[src/rtl/k_rctl_t2.sv]
// k_rctl_t2: async FIFO read-side controller (Gray read pointer, empty flag, fill level).
// Define K_RCTL_ALMOST_EMPTY_EN to build the registered almost-empty flag; otherwise it is tied to 0.
module k_rctl_t2 #(
    parameter int addr_size = 4,
    parameter int ae_level  = 2
) (
    input  logic                 rclk,
    input  logic                 rrst,
    input  logic                 rget,
    input  logic [addr_size:0]   rq2_wptr,
    output logic                 rempty,
    output logic [addr_size-1:0] raddr,
    output logic [addr_size:0]   rptr,
    output logic [addr_size:0]   rlevel,
    output logic                 ralmost_empty
);
    logic [addr_size:0] rbin, rbinnext, rgraynext, wbin_s, rlevel_next;
    logic               accepted;

    assign raddr     = rbin[addr_size-1:0];
    assign accepted  = rget & ~rempty;
    assign rbinnext  = rbin + {{addr_size{1'b0}}, accepted};
    assign rgraynext = (rbinnext >> 1) ^ rbinnext;

    always_comb begin
        wbin_s = '0;
        wbin_s[addr_size] = rq2_wptr[addr_size];
        for (int i = addr_size - 1; i >= 0; i--)
            wbin_s[i] = wbin_s[i+1] ^ rq2_wptr[i];
    end

    // Level uses the synchronized (stale) write pointer, so it can only under-report.
    assign rlevel_next = wbin_s - rbinnext;

    always_ff @(posedge rclk) begin
        if (rrst) begin
            rbin   <= '0;
            rptr   <= '0;
            rempty <= 1'b1;
            rlevel <= '0;
        end else begin
            rbin   <= rbinnext;
            rptr   <= rgraynext;
            rempty <= (rgraynext == rq2_wptr);
            rlevel <= rlevel_next;
        end
    end

`ifdef K_RCTL_ALMOST_EMPTY_EN
    localparam logic [addr_size:0] ae_thr = ae_level[addr_size:0];
    always_ff @(posedge rclk) begin
        if (rrst) ralmost_empty <= 1'b1;
        else      ralmost_empty <= (rlevel_next <= ae_thr);
    end
`else
    assign ralmost_empty = 1'b0;
`endif
endmodule

[config.mk]
export PLATFORM = sky130hd
export DESIGN_NAME = k_rctl_t2
export DESIGN_NICKNAME = d
export VERILOG_FILES = /design/src/rtl/k_rctl_t2.sv
export SDC_FILE = /design/constraint.sdc
export NUM_CORES = 1
export LEC_CHECK = 0
export ABC_AREA = 1
export CORE_MARGIN = 3
export CORE_UTILIZATION = 47
export CTS_CLUSTER_DIAMETER = 60
export DETAILED_ROUTE_END_ITERATION = 12
export MAX_ROUTING_LAYER = met4
export PLACE_DENSITY = 0.78
export SYNTH_ARGS = -nofsm -noshare
export SYNTH_HDL_FRONTEND = slang
export SYNTH_SLANG_ARGS = --single-unit
[constraint.sdc]
create_clock -name rclk -period 2.64 [get_ports rclk]
set_input_delay 0.528 -clock rclk [delete_from_list [all_inputs] [get_ports rclk]]
set_output_delay 0.528 -clock rclk [all_outputs]
set_load 0.1 [all_outputs]
==> results_dict.tcl, run 1 <==
set metrics [dict create \
    status "finished clean" \
    synth_warnings 0 \
    fin_worst_skew_ps 4.066 \
    syn_inst 134 \
    syn-mean-instance-area_um2 6.760 \
    worst_setup_path_start_kind "input pin" \
    number_of_slew_limit_violations_in_the_final_report 0 \
    synth.net_count 148 \
    hold_viol_final 0 \
    power.share.switching_pct 41.84 \
    slowest_delay_ps 510 \
    cts.path.max_buffers 2 \
    power_frac_comb_pct 41.4 \
    detailedPlacementHpwl_um 1600 \
    ys_dominant_reg_cell "dfxtp_1" \
    total_switching_power_w 0.0002715 \
    irDropWorstVdd_uv 619.7 \
    met3_wirelength_um 93 \
    die_height_um 49.90 \
    number_of_library_cell_types_mapped_by_synthesis 22 \
    crit_required_ps 2830 \
    register_area_um2 301.5 \
    sequentialPowerShare_pct 38.3 \
    post-route-drc-count 0 \
    placement.io_buffers 22 \
    dp_worst_setup_slack_ps -253.6 \
    topRoutingLayerUsed "met4" \
    total_leakage_power_nw 0.6644 \
    grt_first_pass_wirelength_um 3305 \
    ant_nets 0 \
    vias_per_cell 4.740 \
    critPathCaptureType "register" \
    pin_count_of_the_biggest_net_entering_global_routing 14 \
    worstSkewPairLatency_ps 290 \
    numClockSinks 15 \
    post_route_cells_drive_above_1_share_pct 27.54 \
    drtPass1Iterations 4 \
    p_clk_share_pct 20.3 \
    floorplan.die_area_um2 2490 \
    post_synth_instance_area_um2 905.9 \
    power_report.internal_total_w 0.0003775 \
    critical_path_class "in -> reg" \
    min_period_ps 2332 \
    htree_num_levels 1 \
    area_growth_syn_to_layout_pct 33.84 \
    total_area_of_multi_input_combinational_cells_um2 515.5 \
    cp_max_stage_cell "clkdlybuf4s50_1" \
    cp.arrival_ps 2530 \
    die_width_um 49.90 \
    initial_antenna_violation_count 0 \
    finalWorstSetupSlack_ps 307.9 \
    most_frequent_cp_cell "nand2_1" \
    drv.max_cap_violation_count 0 \
    initial_utilization_pct 51.35 \
    number_of_i_o_pins 24 \
    yosys_top_cell_area_share_pct 33.15 \
    fmaxAchievable_mhz 428.8 \
    antenna_cells 0 \
    yosysSeqAreaShare_pct 33.15 \
    ff2ff_setup_slack_ps 710 \
    tritoncts "yes" \
    final.fill_count 166 \
    post-synth-top-count-cell "nand2_1" \
    design_power_total_w 0.0006490 \
    tritoncts.num_buffers 3 \
    detailroute.wirelength.met2_um 983 \
    clkTransAtPathRegs_ps 90 \
    gp_congestion 0.8111 \
    layout.core_utilization_pct 68.72 \
    global_route.overflow_total 0 \
    total_of_flip_flops_plus_latches_after_synthesis 15 \
    num_rows 15 \
    fin_crit_sh_pct 88.34 \
    ys_top_cells_by_area "dfxtp_1 33%, nand2_1 15%, nand3_1 7.2%" \
    grt_pass1_vias 792 \
    min_path_type "reg -> reg" \
    rsz0062_at_grt "false" \
    timing.critical_path.fanout_max 3 \
    cts.root.buffer_cell "clkbuf_4" \
    num_vias 910 \
    async_flop_share_pct 0 \
    routed_wirelength_um 1963 \
    coreArea_um2 1764 \
    synth_commonest_cells "37 x nand2_1, 17 x inv_1, 15 x dfxtp_1, 13 x nand3_1, 13 x nor2_1" \
    drt_wl_cell_um 10.22 \
    crit_path_cell_trace "clkdlybuf4s50_1, inv_1, nand2_1, nand2_1, inv_2, nand2_2, nand2_2, nand2_1, nand2_1, ha_1, inv_1, fa_1, nand2_1, inv_1, o21ai_2, nand2_1, nor2_1, nor2_1" \
    met1_wire_length_um 835 \
    grtUsageTotal_pct 18.20 \
    synth_top_area_cell "dfxtp_1" \
    p_per_area_nw_per_um2 535.3 \
    synth_edf_count 0 \
    initialDrtViolationCount 9 \
    timing.final.setup_violations 0 \
    layout.nets 182 \
]
flip-flops by register name, indices dropped and copies added, names as in the netlist:
| name | cells |
|---|---|
| rbin | 4 |
| rempty | 1 |
| rlevel | 5 |
| rptr | 5 |
kinds of logic (layout without fill, tap and decap cells):
kind of cell	count (synthesis)	after routing	synth area share, %
AND/OR/NAND/NOR	80	80	40.47
buffers and inverters	23	56	10.77
flip-flops	15	15	33.15
AO/OA/AOI/OAI	8	8	5.110
adder cells (fa/ha/maj)	6	6	9.116
other	1	1	0.4140
XOR/XNOR	1	1	0.9670
per-layer routing:
| layer | track usage (%) | vias to the layer above |
|---|---|---|
| met4 | 12.44 | 0 |
| met3 | 3.927 | 5 |
| met5 | - | - |
| met1 | 20.48 | 406 |
| li1 | - | 481 |
| met2 | 28.63 | 18 |
layout by cell type (no fill, tap or decap), drive strengths merged, types with 2 or more instances in the layout:
| cell type | netlist | layout |
|---|---|---|
| nand2 | 48 | 48 |
| a21oi | 5 | 5 |
| buf | 2 | 25 |
| ha | 5 | 5 |
| inv | 20 | 20 |
| dlymetal6s2s | 0 | 2 |
| clkbuf | 1 | 4 |
| nand4 | 4 | 4 |
| dfxtp | 15 | 15 |
| o21ai | 2 | 2 |
| nand3 | 14 | 14 |
| nor2 | 13 | 13 |
| clkdlybuf4s50 | 0 | 5 |
final cells by class:
class | count | area share, %
Sequential cell | 15 | 24.87
Inverter | 20 | 6.192
Tap cell | 25 | 2.580
Clock buffer | 4 | 2.167
Timing Repair Buffer | 32 | 21.67
Multi-Input combinational cell | 96 | 42.52
critical path: cells and delay by family:
kind            cells  cell delay, ps
fa+ha+maj           2             500
compound gates      1             100
buf+inv             5             760
simple gates       10             630
stage by stage:
step	TNS (ps)	cell area, um^2	hold slack [ps]	std cells
6_report	0	1212	635.5	192
5_1_grt	0	1212	687.8	192
4_1_cts	0	1200	643.3	192
3_5_place_dp	-552.2	1174	620.3	188
3_3_place_gp	-289.4	1174	597.7	188
2_1_floorplan	0	907.1	597.1	134
repair_timing:
| item | 4_1_cts | 5_1_grt |
|---|---|---|
| endpoints found under the hold margin | 0 | 0 |
| hold buffers | 0 | 0 |
| resized for setup | 0 | 3 |
| setup buffers | 0 | 0 |
| setup endpoints to repair | 0 | 2 |
worst paths after layout:
path | end | cells past startpoint | from
worst max-delay path | rlevel[4] | 18 | rq2_wptr[2]
worst min-delay path | rptr[4] | 3 | rptr[4]
worst max register to register | rlevel[4] | 13 | rempty
worst min register to register | rptr[4] | 3 | rptr[4]
power by group through the flow:
| stage | Combinational (W) | Sequential [W] | Clock (W) |
|---|---|---|---|
| after detailed placement | 0.000269 | 0.000254 | 0 |
| after CTS | 0.000270 | 0.000249 | 0.000141 |
| final | 0.000269 | 0.000248 | 0.000132 |
| after global routing | 0.000288 | 0.000250 | 0.000149 |
| after floorplan | 0.0000811 | 0.000374 | 0 |
| after global placement | 0.000266 | 0.000253 | 0 |
Note: power is estimated with default switching activity, not from simulation.
==> run 2: changes to the inputs <==
--- a/config.mk
+++ b/config.mk
@@ -12,6 +12,7 @@
 export DETAILED_ROUTE_END_ITERATION = 12
 export MAX_ROUTING_LAYER = met4
 export PLACE_DENSITY = 0.78
+export SLEW_MARGIN = 20
 export SYNTH_ARGS = -nofsm -noshare
 export SYNTH_HDL_FRONTEND = slang
 export SYNTH_SLANG_ARGS = --single-unit
==> results of run 2 <==
Same layout as run 1: the final DEF is identical, and so are final timing and power.
==> run 3: changes to the inputs <==
--- a/config.mk
+++ b/config.mk
@@ -7,11 +7,11 @@
 export LEC_CHECK = 0
 export ABC_AREA = 1
 export CORE_MARGIN = 3
-export CORE_UTILIZATION = 47
+export CORE_UTILIZATION = 42
 export CTS_CLUSTER_DIAMETER = 60
 export DETAILED_ROUTE_END_ITERATION = 12
 export MAX_ROUTING_LAYER = met4
-export PLACE_DENSITY = 0.78
+export PLACE_DENSITY = 0.73
 export SLEW_MARGIN = 20
 export SYNTH_ARGS = -nofsm -noshare
 export SYNTH_HDL_FRONTEND = slang
==> constraint.sdc (replaced) <==
create_clock -name rclk -period 1.9 [get_ports rclk]
set_input_delay 0.38 -clock rclk [delete_from_list [all_inputs] [get_ports rclk]]
set_output_delay 0.38 -clock rclk [all_outputs]
set_load 0.1 [all_outputs]
==> results_dict.tcl, run 3 (synthesis gave the netlist of run 1 again) <==
set metrics [dict create \
    status "complete, but fails checks" \
    violations "negative setup slack" \
    num_rows 16 \
    fin_worst_skew_ps 4.035 \
    vias_per_cell 4.883 \
    grt_first_pass_wirelength_um 4395 \
    rsz0062_at_grt "true" \
    most_frequent_cells_in_the_layout "50 x buf_4, 29 x nand2_1, 17 x nand2_2" \
    p_per_area_nw_per_um2 650.3 \
    num_vias 1089 \
    initial_utilization_pct 45.25 \
    timing.critical_path.fanout_max 3 \
    initial_antenna_violation_count 0 \
    total_leakage_power_nw 0.8010 \
    timing.final.setup_violations 2 \
    die_width_um 52.44 \
    post_route_cells_drive_above_1_share_pct 50.51 \
    drv.max_cap_violation_count 0 \
    post_cts_hold_buffer_count 0 \
    cts.root.buffer_cell "clkbuf_4" \
    initialDrtViolationCount 25 \
    grtUsageTotal_pct 22.02 \
    detailedPlacementHpwl_um 1722 \
    floorplan.die_area_um2 2750 \
    design_power_total_w 0.001028 \
    drt_wl_cell_um 11.87 \
    die_height_um 52.44 \
    min_path_type "in -> reg" \
    fmaxAchievable_mhz 506.7 \
    gp_congestion 0.8216 \
    irDropWorstVdd_uv 528.3 \
    tritoncts.num_buffers 3 \
    cp.arrival_ps 2170 \
    fin_crit_sh_pct 103.9 \
    number_of_i_o_pins 24 \
    finalWorstSetupSlack_ps -73.75 \
    layout.nets 211 \
    coreArea_um2 2002 \
    post-route-drc-count 0 \
    final.fill_count 128 \
    layout_commonest_cell "buf_4" \
    grt_pass1_vias 1081 \
    crit_required_ps 2100 \
    critical_path_class "in -> reg" \
    htree_num_levels 1 \
    routed_wirelength_um 2647 \
    clkTransAtPathRegs_ps 90 \
    worstSkewPairLatency_ps 300 \
    numClockSinks 15 \
    cts.path.max_buffers 2 \
    total_area_of_multi_input_combinational_cells_um2 603.1 \
    largestRegisters "rlevel x5, rptr x5, rbin x4" \
    pin_count_of_the_biggest_net_entering_global_routing 11 \
    tritoncts "yes" \
    ant_nets 0 \
    placement.io_buffers 22 \
    hold_viol_final 0 \
    register_area_um2 310.3 \
    global_route.overflow_total 0 \
    worst_setup_path_start_kind "input pin" \
    area_growth_syn_to_layout_pct 74.45 \
    antenna_cells 0 \
    layout.core_utilization_pct 78.94 \
    number_of_slew_limit_violations_in_the_final_report 0 \
    critPathCaptureType "register" \
    drtPass1Iterations 4 \
    min_period_ps 1974 \
    totalNegativeSetupSlack_ps -132.0 \
]
[run 3: layout make-up]
cell class	instances	area share [%]
Inverter	20	4.909
Multi-Input combinational cell	96	38.16
Timing Repair Buffer	61	33.49
Clock buffer	4	1.663
Tap cell	27	2.138
Sequential cell	15	19.64
[run 3: worst max-delay path, cell delays in order]
cell and delay [ps]:
clkdlybuf4s15_1 250, inv_1 90, nand2_1 110, nand2_2 80
inv_2 60, nand2_2 50, nand2_2 80, nand2_2 50
nand2_2 80, ha_4 120, inv_2 40, fa_2 340
nand2_2 80, inv_2 40, o21ai_2 100, nand2_1 80
nor2_1 90, nor2_1 50
[run 3: power by group]
part	switching, W	total (W)	internal [W]
sequential	0.00000918	0.000346	0.000337
combinational	0.000307	0.000486	0.000179
clock	0.000113	0.000195	0.0000819
total	0.000430	0.00103	0.000598
[run 3: layer usage]
layer | global-route usage, % | wire, um
met3 | 3.989 | 122
met5 | - | 0
met2 | 37.60 | 1393
met1 | 24.74 | 1085
met4 | 10.21 | 46
[run 3: stage by stage]
| step | instances | worst slack [ps] | instance area (um^2) | hold slack (ps) |
|---|---|---|---|---|
| finish | 223 | -73.75 | 1580 | 582.7 |
| global route | 223 | -211.4 | 1580 | 635.3 |
| CTS | 221 | -68.07 | 1550 | 570.2 |
| detailed placement | 204 | -801.8 | 1383 | 685.7 |
| global placement | 204 | -726.2 | 1383 | 644.0 |
| floorplan | 134 | -102.7 | 958.4 | 449.1 |
[run 3: worst paths after layout]
| check | from | endpoint | slack, ps | cells past startpoint |
|---|---|---|---|---|
| worst min-delay path | rq2_wptr[3] | rempty | 580 | 6 |
| worst min register to register | rbin[0] | rlevel[0] | 750 | 3 |
| worst max-delay path | rq2_wptr[2] | rlevel[4] | -70 | 18 |
| worst max register to register | rempty | rlevel[4] | 90 | 11 |
[run 3: timing repair]
item                                    in CTS  in global routing
endpoints found under the setup margin       5                  3
pin swaps                                   16                 12
cloned                                       0                  0
gates resized for setup                     29                  4
setup buffers                               13                  2
